==> src/rtl/mips_register_file_if.sv <==
// Read/write bus of the MIPS register file: two read ports, one write port.
// The datapath drives indices and writeback (master); the register file answers (slave).
interface mips_register_file_if #(
  parameter int unsigned DATA_WIDTH = 32,
  parameter int unsigned ADDR_WIDTH = 5
);
  logic [ADDR_WIDTH-1:0] read_reg1;
  logic [ADDR_WIDTH-1:0] read_reg2;
  logic [ADDR_WIDTH-1:0] write_reg;
  logic [DATA_WIDTH-1:0] write_data;
  logic                  reg_write;
  logic [DATA_WIDTH-1:0] read_data1;
  logic [DATA_WIDTH-1:0] read_data2;

  modport master (
    output read_reg1,
    output read_reg2,
    output write_reg,
    output write_data,
    output reg_write,
    input  read_data1,
    input  read_data2
  );

  modport slave (
    input  read_reg1,
    input  read_reg2,
    input  write_reg,
    input  write_data,
    input  reg_write,
    output read_data1,
    output read_data2
  );
endinterface

==> src/rtl/mips_register_file.sv <==
// 32-entry MIPS register file: $zero hardwired, two combinational read ports with
// same-cycle write bypass, one synchronous write port, synchronous active-low reset.
module mips_register_file #(
  parameter int unsigned DATA_WIDTH = 32,
  parameter int unsigned ADDR_WIDTH = 5,
  parameter int unsigned NUM_REGS   = 32
) (
  input logic                 clk,
  input logic                 rst_n,
  mips_register_file_if.slave rf
);

  if (NUM_REGS != (1 << ADDR_WIDTH)) begin : gen_bad_cfg
    $error("NUM_REGS must equal 2**ADDR_WIDTH");
  end

  logic [DATA_WIDTH-1:0] regs_q [NUM_REGS];
  logic [DATA_WIDTH-1:0] regs_d [NUM_REGS];
  logic                  wr_en;

  // Writes to $zero are dropped here, so entry 0 stays 0 from reset onwards.
  assign wr_en = rst_n && rf.reg_write && (rf.write_reg != '0);

  always_comb begin
    regs_d = regs_q;
    if (wr_en) begin
      regs_d[rf.write_reg] = rf.write_data;
    end
  end

  always_ff @(posedge clk) begin
    if (!rst_n) begin
      for (int i = 0; i < int'(NUM_REGS); i++) begin
        regs_q[i] <= '0;
      end
    end else begin
      regs_q <= regs_d;
    end
  end

  // Bypass lets a decode-stage read observe the writeback of the same cycle.
  always_comb begin
    rf.read_data1 = '0;
    if (rst_n && (rf.read_reg1 != '0)) begin
      if (wr_en && (rf.write_reg == rf.read_reg1)) begin
        rf.read_data1 = rf.write_data;
      end else begin
        rf.read_data1 = regs_q[rf.read_reg1];
      end
    end
  end

  always_comb begin
    rf.read_data2 = '0;
    if (rst_n && (rf.read_reg2 != '0)) begin
      if (wr_en && (rf.write_reg == rf.read_reg2)) begin
        rf.read_data2 = rf.write_data;
      end else begin
        rf.read_data2 = regs_q[rf.read_reg2];
      end
    end
  end

endmodule

==> src/flat_wrapper.sv <==
// flat-port wrapper written by rule: the top's interface ports become plain ports
module mips_register_file_flat 
#(
  parameter int unsigned DATA_WIDTH = 32,
  parameter int unsigned ADDR_WIDTH = 5,
  parameter int unsigned NUM_REGS   = 32
)
  (clk, rst_n, rf_read_reg1, rf_read_reg2, rf_write_reg, rf_write_data, rf_reg_write, rf_read_data1, rf_read_data2);
  mips_register_file_if #(.DATA_WIDTH(DATA_WIDTH), .ADDR_WIDTH(ADDR_WIDTH)) rf_i ();
  input logic clk;
  input logic rst_n;
  input wire logic [$bits(rf_i.read_reg1)-1:0] rf_read_reg1;
  input wire logic [$bits(rf_i.read_reg2)-1:0] rf_read_reg2;
  input wire logic [$bits(rf_i.write_reg)-1:0] rf_write_reg;
  input wire logic [$bits(rf_i.write_data)-1:0] rf_write_data;
  input wire logic [$bits(rf_i.reg_write)-1:0] rf_reg_write;
  output wire logic [$bits(rf_i.read_data1)-1:0] rf_read_data1;
  output wire logic [$bits(rf_i.read_data2)-1:0] rf_read_data2;
  assign rf_i.read_reg1 = rf_read_reg1;
  assign rf_i.read_reg2 = rf_read_reg2;
  assign rf_i.write_reg = rf_write_reg;
  assign rf_i.write_data = rf_write_data;
  assign rf_i.reg_write = rf_reg_write;
  assign rf_read_data1 = rf_i.read_data1;
  assign rf_read_data2 = rf_i.read_data2;
  mips_register_file #(.DATA_WIDTH(DATA_WIDTH), .ADDR_WIDTH(ADDR_WIDTH), .NUM_REGS(NUM_REGS)) u_core (.clk(clk), .rst_n(rst_n), .rf(rf_i));
endmodule
==> config.mk <==
export PLATFORM = sky130hd
export DESIGN_NAME = mips_register_file_flat
export DESIGN_NICKNAME = d
export VERILOG_FILES = /design/src/rtl/mips_register_file_if.sv /design/src/rtl/mips_register_file.sv /design/src/flat_wrapper.sv
export SDC_FILE = /design/constraint.sdc
export NUM_CORES = 2
export LEC_CHECK = 0
export ABC_CLOCK_PERIOD_IN_PS = 3700
export BUFFER_PORTS_ARGS = -buffer_cell sky130_fd_sc_hd__buf_2
export CORE_MARGIN = 1.5
export CORE_UTILIZATION = 35
export DETAILED_ROUTE_END_ITERATION = 8
export PLACE_DENSITY = 0.49
export SETUP_SLACK_MARGIN = 0.2
export SYNTH_ARGS = -nofsm -noshare
export SYNTH_HDL_FRONTEND = slang
export SYNTH_SLANG_ARGS = --single-unit
==> constraint.sdc <==
create_clock -name clk -period 3.7 [get_ports clk]
set_input_delay 0.37 -clock clk [delete_from_list [all_inputs] [get_ports clk]]
set_output_delay 0.37 -clock clk [all_outputs]
set_load 0.005 [all_outputs]
# == Word-level counts from Yosys, hierarchy flattened ==
# Index checks and enable logic that the tools add are counted.
# classes
magnitude_cmp,4
n_eq_ne,2
n_mux,13
bitwise_logic,3
reduce_logical,10
# ops
op,count
$bwmux 1024,1
$bmux 32 s5,2
$mux 32,9
$demux 32 s5,1
$ge 6x6->1 const B,3
$not 5->6,3
$reduce_bool 5->1,3
$eq 5x5->1,2
$logic_and 1x1->1,7
$lt 6x1->1 const B,1
# totals
reg_bits,1024
input_bits,50
output_inout_bits,64
word_cells,64

# == Depth between registers and ports, before layout ==
# depth
ltp_word,6
mapped_depth,9
ltp_nobuf,5

# == Worst setup path before layout ==
# Ideal clock, no wire load.
# synth_path
path_type,input to output
startpoint,in rf_read_reg2[1]
endpoint,out rf_read_data2[11]
arrival_ns,2.142
required_ns,3.330
slack_ns,1.188
stages,8
n_path_buf,4
cell_sequence,buf_2 > buf_2 > buf_2 > buf_1 > mux4_2 > a22oi_1 > a21oi_1 > a211o_1
# synth_via
elab_chain_cells,6
word_cells_on_any_way,10
cone_classes,eq/ne: 1; mux: 5; bitwise: 1; reduce/logical: 3
# synth_rtl
item,line,text
start: declaration,flat_wrapper.sv:13,input wire logic [$bits(rf_i.read_reg2)-1:0] rf_read_reg2;
$not 5->6 (implied by the code),mips_register_file.sv:59,rf.read_data2 = regs_q[rf.read_reg2];
$bmux 32 s5,mips_register_file.sv:59,
$mux 32 (implied by the code) (2 in series),mips_register_file.sv:59,
$mux 32,mips_register_file.sv:56,if (wr_en && (rf.write_reg == rf.read_reg2)) begin
$mux 32 *,mips_register_file.sv:55,if (rst_n && (rf.read_reg2 != '0)) begin
end: declaration,flat_wrapper.sv:18,output wire logic [$bits(rf_i.read_data2)-1:0] rf_read_data2;
# Mark *: on every way between the ends. The rest lies on a longest branch, timed or not. The select of a mux whose other input is x is not followed.

# == Final worst setup path ==
# layout_path
startpoint,in rf_write_reg[0]
endpoint,out rf_read_data2[31]
# layout_via
elab_chain_cells,5
word_cells_on_any_way,6
cone_classes,eq/ne: 1; mux: 2; reduce/logical: 3
# layout_rtl
item,line,text
start: declaration,flat_wrapper.sv:14,input wire logic [$bits(rf_i.write_reg)-1:0] rf_write_reg;
$reduce_bool 5->1,mips_register_file.sv:22,assign wr_en = rst_n && rf.reg_write && (rf.write_reg != '0);
$logic_and 1x1->1,mips_register_file.sv:22,
$logic_and 1x1->1 *,mips_register_file.sv:56,
$mux 32 *,mips_register_file.sv:56,
$mux 32 *,mips_register_file.sv:55,
# Mark *: on every way between the ends. The rest lies on a longest branch, timed or not.

==> out/summary.txt <==
post-synth top area share: 0.372
Layout Nets: 5950
Synth cell types: 36
first-pass GRT wire length: 321 mm
minimum clock period: 3340 ps
# IOs: 114
Syn Nets: 6142
vias per inst: 5.77
share of cells above drive strength 1: 0.165
synthesized area: 55100 sq um
startpoint type of the worst setup path: input pin
gpl congestion: 0.839
simple-gate portion of the synthesized area: 0.155
Synth Area in Adders: 0
via count: 46511
Rows: 145
Setup TNS: 0 ps
Critical Path RT: 3330 ps
Slew HR: 0.136
largest family of logic cells by synthesized area: multiplexers
CP Max Fanout: 17
ANT nets after route: 0
post-synthesis sequential area ratio: 0.372
Worst-path clk slew: 60 ps
largest net degree at the start of global routing: 232
commonest cells after routing, fill and taps aside: nand2_1 (1993), dfxtp_1 (1024), a21boi_0 (992), mux4_2 (384), mux2i_1 (320)
total routed wirelength: 224 mm
Clock Tree Root: clkbuf_16
max reg flops: 1024
slew at the pin with the worst max-slew slack: 1300 ps
Tot GR Track Use: 0.275
worst slack, placed: 443 ps
design area: 62300 sq um
core area: 156000 sq um
Compound-Gate Fraction of Synth Area: 0.207
Post-Synth XOR/XNOR Area: 0.00159
DP Wirelength: 133 mm
Max clock buf depth: 3
HP Class: in -> reg
Hold Violations, Final: 0
Biggest register: u_core.regs_q
H-tree depth: 3
outcome: finished, final reports clean
leading post-synthesis cells by cell area: dfxtp_1 (37%), mux4_2 (16%), nand2_1 (14%), a21boi_0 (14%), mux2i_1 (5.8%)
register bit total from synthesis: 1024
# DRC: 0
most common cell after layout, fill and taps aside: nand2_1
initial drt markers: 4608
placed cell area: 58400 sq um
fin worst setup slack: 361 ps
critical path class: in -> out
DIE HEIGHT: 400 um
total CTS buffers: 117
Cell Pwr Density: 406 nW/um^2
highest clock rate: 299 MHz
Setup crit end kind: output pin
Initial Util: 0.353
final setup fails: 0
Worst Clk Skew: 0 ps
die area: 160000 sq um
Max Cap Viol: 0
DR pass1 iterations: 5
CTS tree: done
CTS Hold Bufs: 0
mux cell area share after synthesis: 0.215
Syn. warnings: 0
top flop regs: u_core.regs_q (1024)
syn_area_per_cell: 9.04 sq um
crit share post-route: 0.903
Mapped Cells: 6092
max-slew violations: 0
Post-CTS Setup Inserts: 0
CTS-repair resized insts: 0
Clock Latency Late Sink: 760 ps
RSZ-0062 raised after global routing: false
global route overflow: 0
clock sinks: 1024
VDD IR max: 373 uV
crit path DAT: 2970 ps
DR WL/cell: 27.7 um
vias in the first global route: 44645
Area Growth Syn to Fin: 13.2%
area leader, netlist: dfxtp_1
DIE WIDTH: 400 um
initial antenna violation count: 16
IO Port Bufs: 113
static leakage: 20.5 nW
[cell families (layout without fill, tap and decap cells)]
family / Yosys count / count (layout)
mux: 704 / 704
simple gates: 2185 / 2185
compound gates: 1510 / 1510
flops: 1024 / 1024
xor+xnor: 10 / 10
other cells: 0 / 4
buf+inv: 659 / 568
[per-stage QoR]
stage                      util  power, mW  hold WS, ps  instances
final                     0.399       25.3         45.4       8063
after global routing      0.399       26.0         41.3       8061
after floorplan               -       12.7          443       6092
after detailed placement  0.374       13.6          465       7839
after global placement    0.374       13.6          458       7839
after CTS                 0.399       25.4         5.24       8059
[power breakdown]
part           switching [mW]  internal, mW  total, mW
logic                    1.49         0.798       2.29
clock network            5.10          6.80       11.9
registers              0.0320          11.1       11.1
[cell type report]
type / count / area (sq um)
multi-input combinational: 4409 / 32300
tap: 2058 / 2570
fill: 15341 / 93900
clock inverter: 32 / 312
clock buffer: 188 / 3570
sequential: 1024 / 20500
timing repair buffer: 346 / 3050
inverter: 2 / 7.51
antenna: 4 / 10.0
[synthesized netlist by cell type]
master	count
mux2i_1	320
buf_1	10
o311ai_1	1
nor3b_1	1
nor2b_1	70
nor3_2	1
o311ai_2	1
inv_1	2
o21bai_1	64
and2_1	37
a22oi_1	64
or2_1	1
nand2b_1	2
buf_4	12
dfxtp_1	1024
buf_2	113
nand3_1	13
o31ai_1	2
nor3_1	2
o211ai_1	1
clkbuf_1	494
clkbuf_2	28
a221o_1	32
nor4_1	2
nor2_1	35
a211o_1	32
a221oi_1	128
mux4_2	384
and3b_1	1
a21boi_0	992
o41ai_4	1
a21oi_1	96
xnor2_1	10
and3_1	4
a211oi_1	96
nand2_1	2016
[metal layers]
layer | part of all wire | global-route usage | wire length, um
met5 | 0.00049 | 0 | 109
met4 | 0.038 | 0.103 | 8460
met3 | 0.080 | 0.0583 | 17900
met2 | 0.45 | 0.426 | 99700
met1 | 0.44 | 0.374 | 97500
[path summary, 6_finish.rpt]
path | startpoint | end | slack, ps | cells past startpoint
setup reg to reg | u_core.regs_q[232] | u_core.regs_q[232] | 2920 | 2
hold / removal | rst_n | u_core.regs_q[917] | 50 | 2
hold reg to reg | u_core.regs_q[317] | u_core.regs_q[317] | 470 | 2
setup / recovery | rf_write_reg[0] | rf_read_data2[31] | 360 | 8
[worst max-delay path: stages]
cell and delay (ps):
buf_2 250, or2_1 320, o41ai_4 500, o311ai_4 210, buf_4 280, a21oi_1 570
a211o_1 290, buf_2 150
Note: power is estimated with default switching activity, not from simulation.
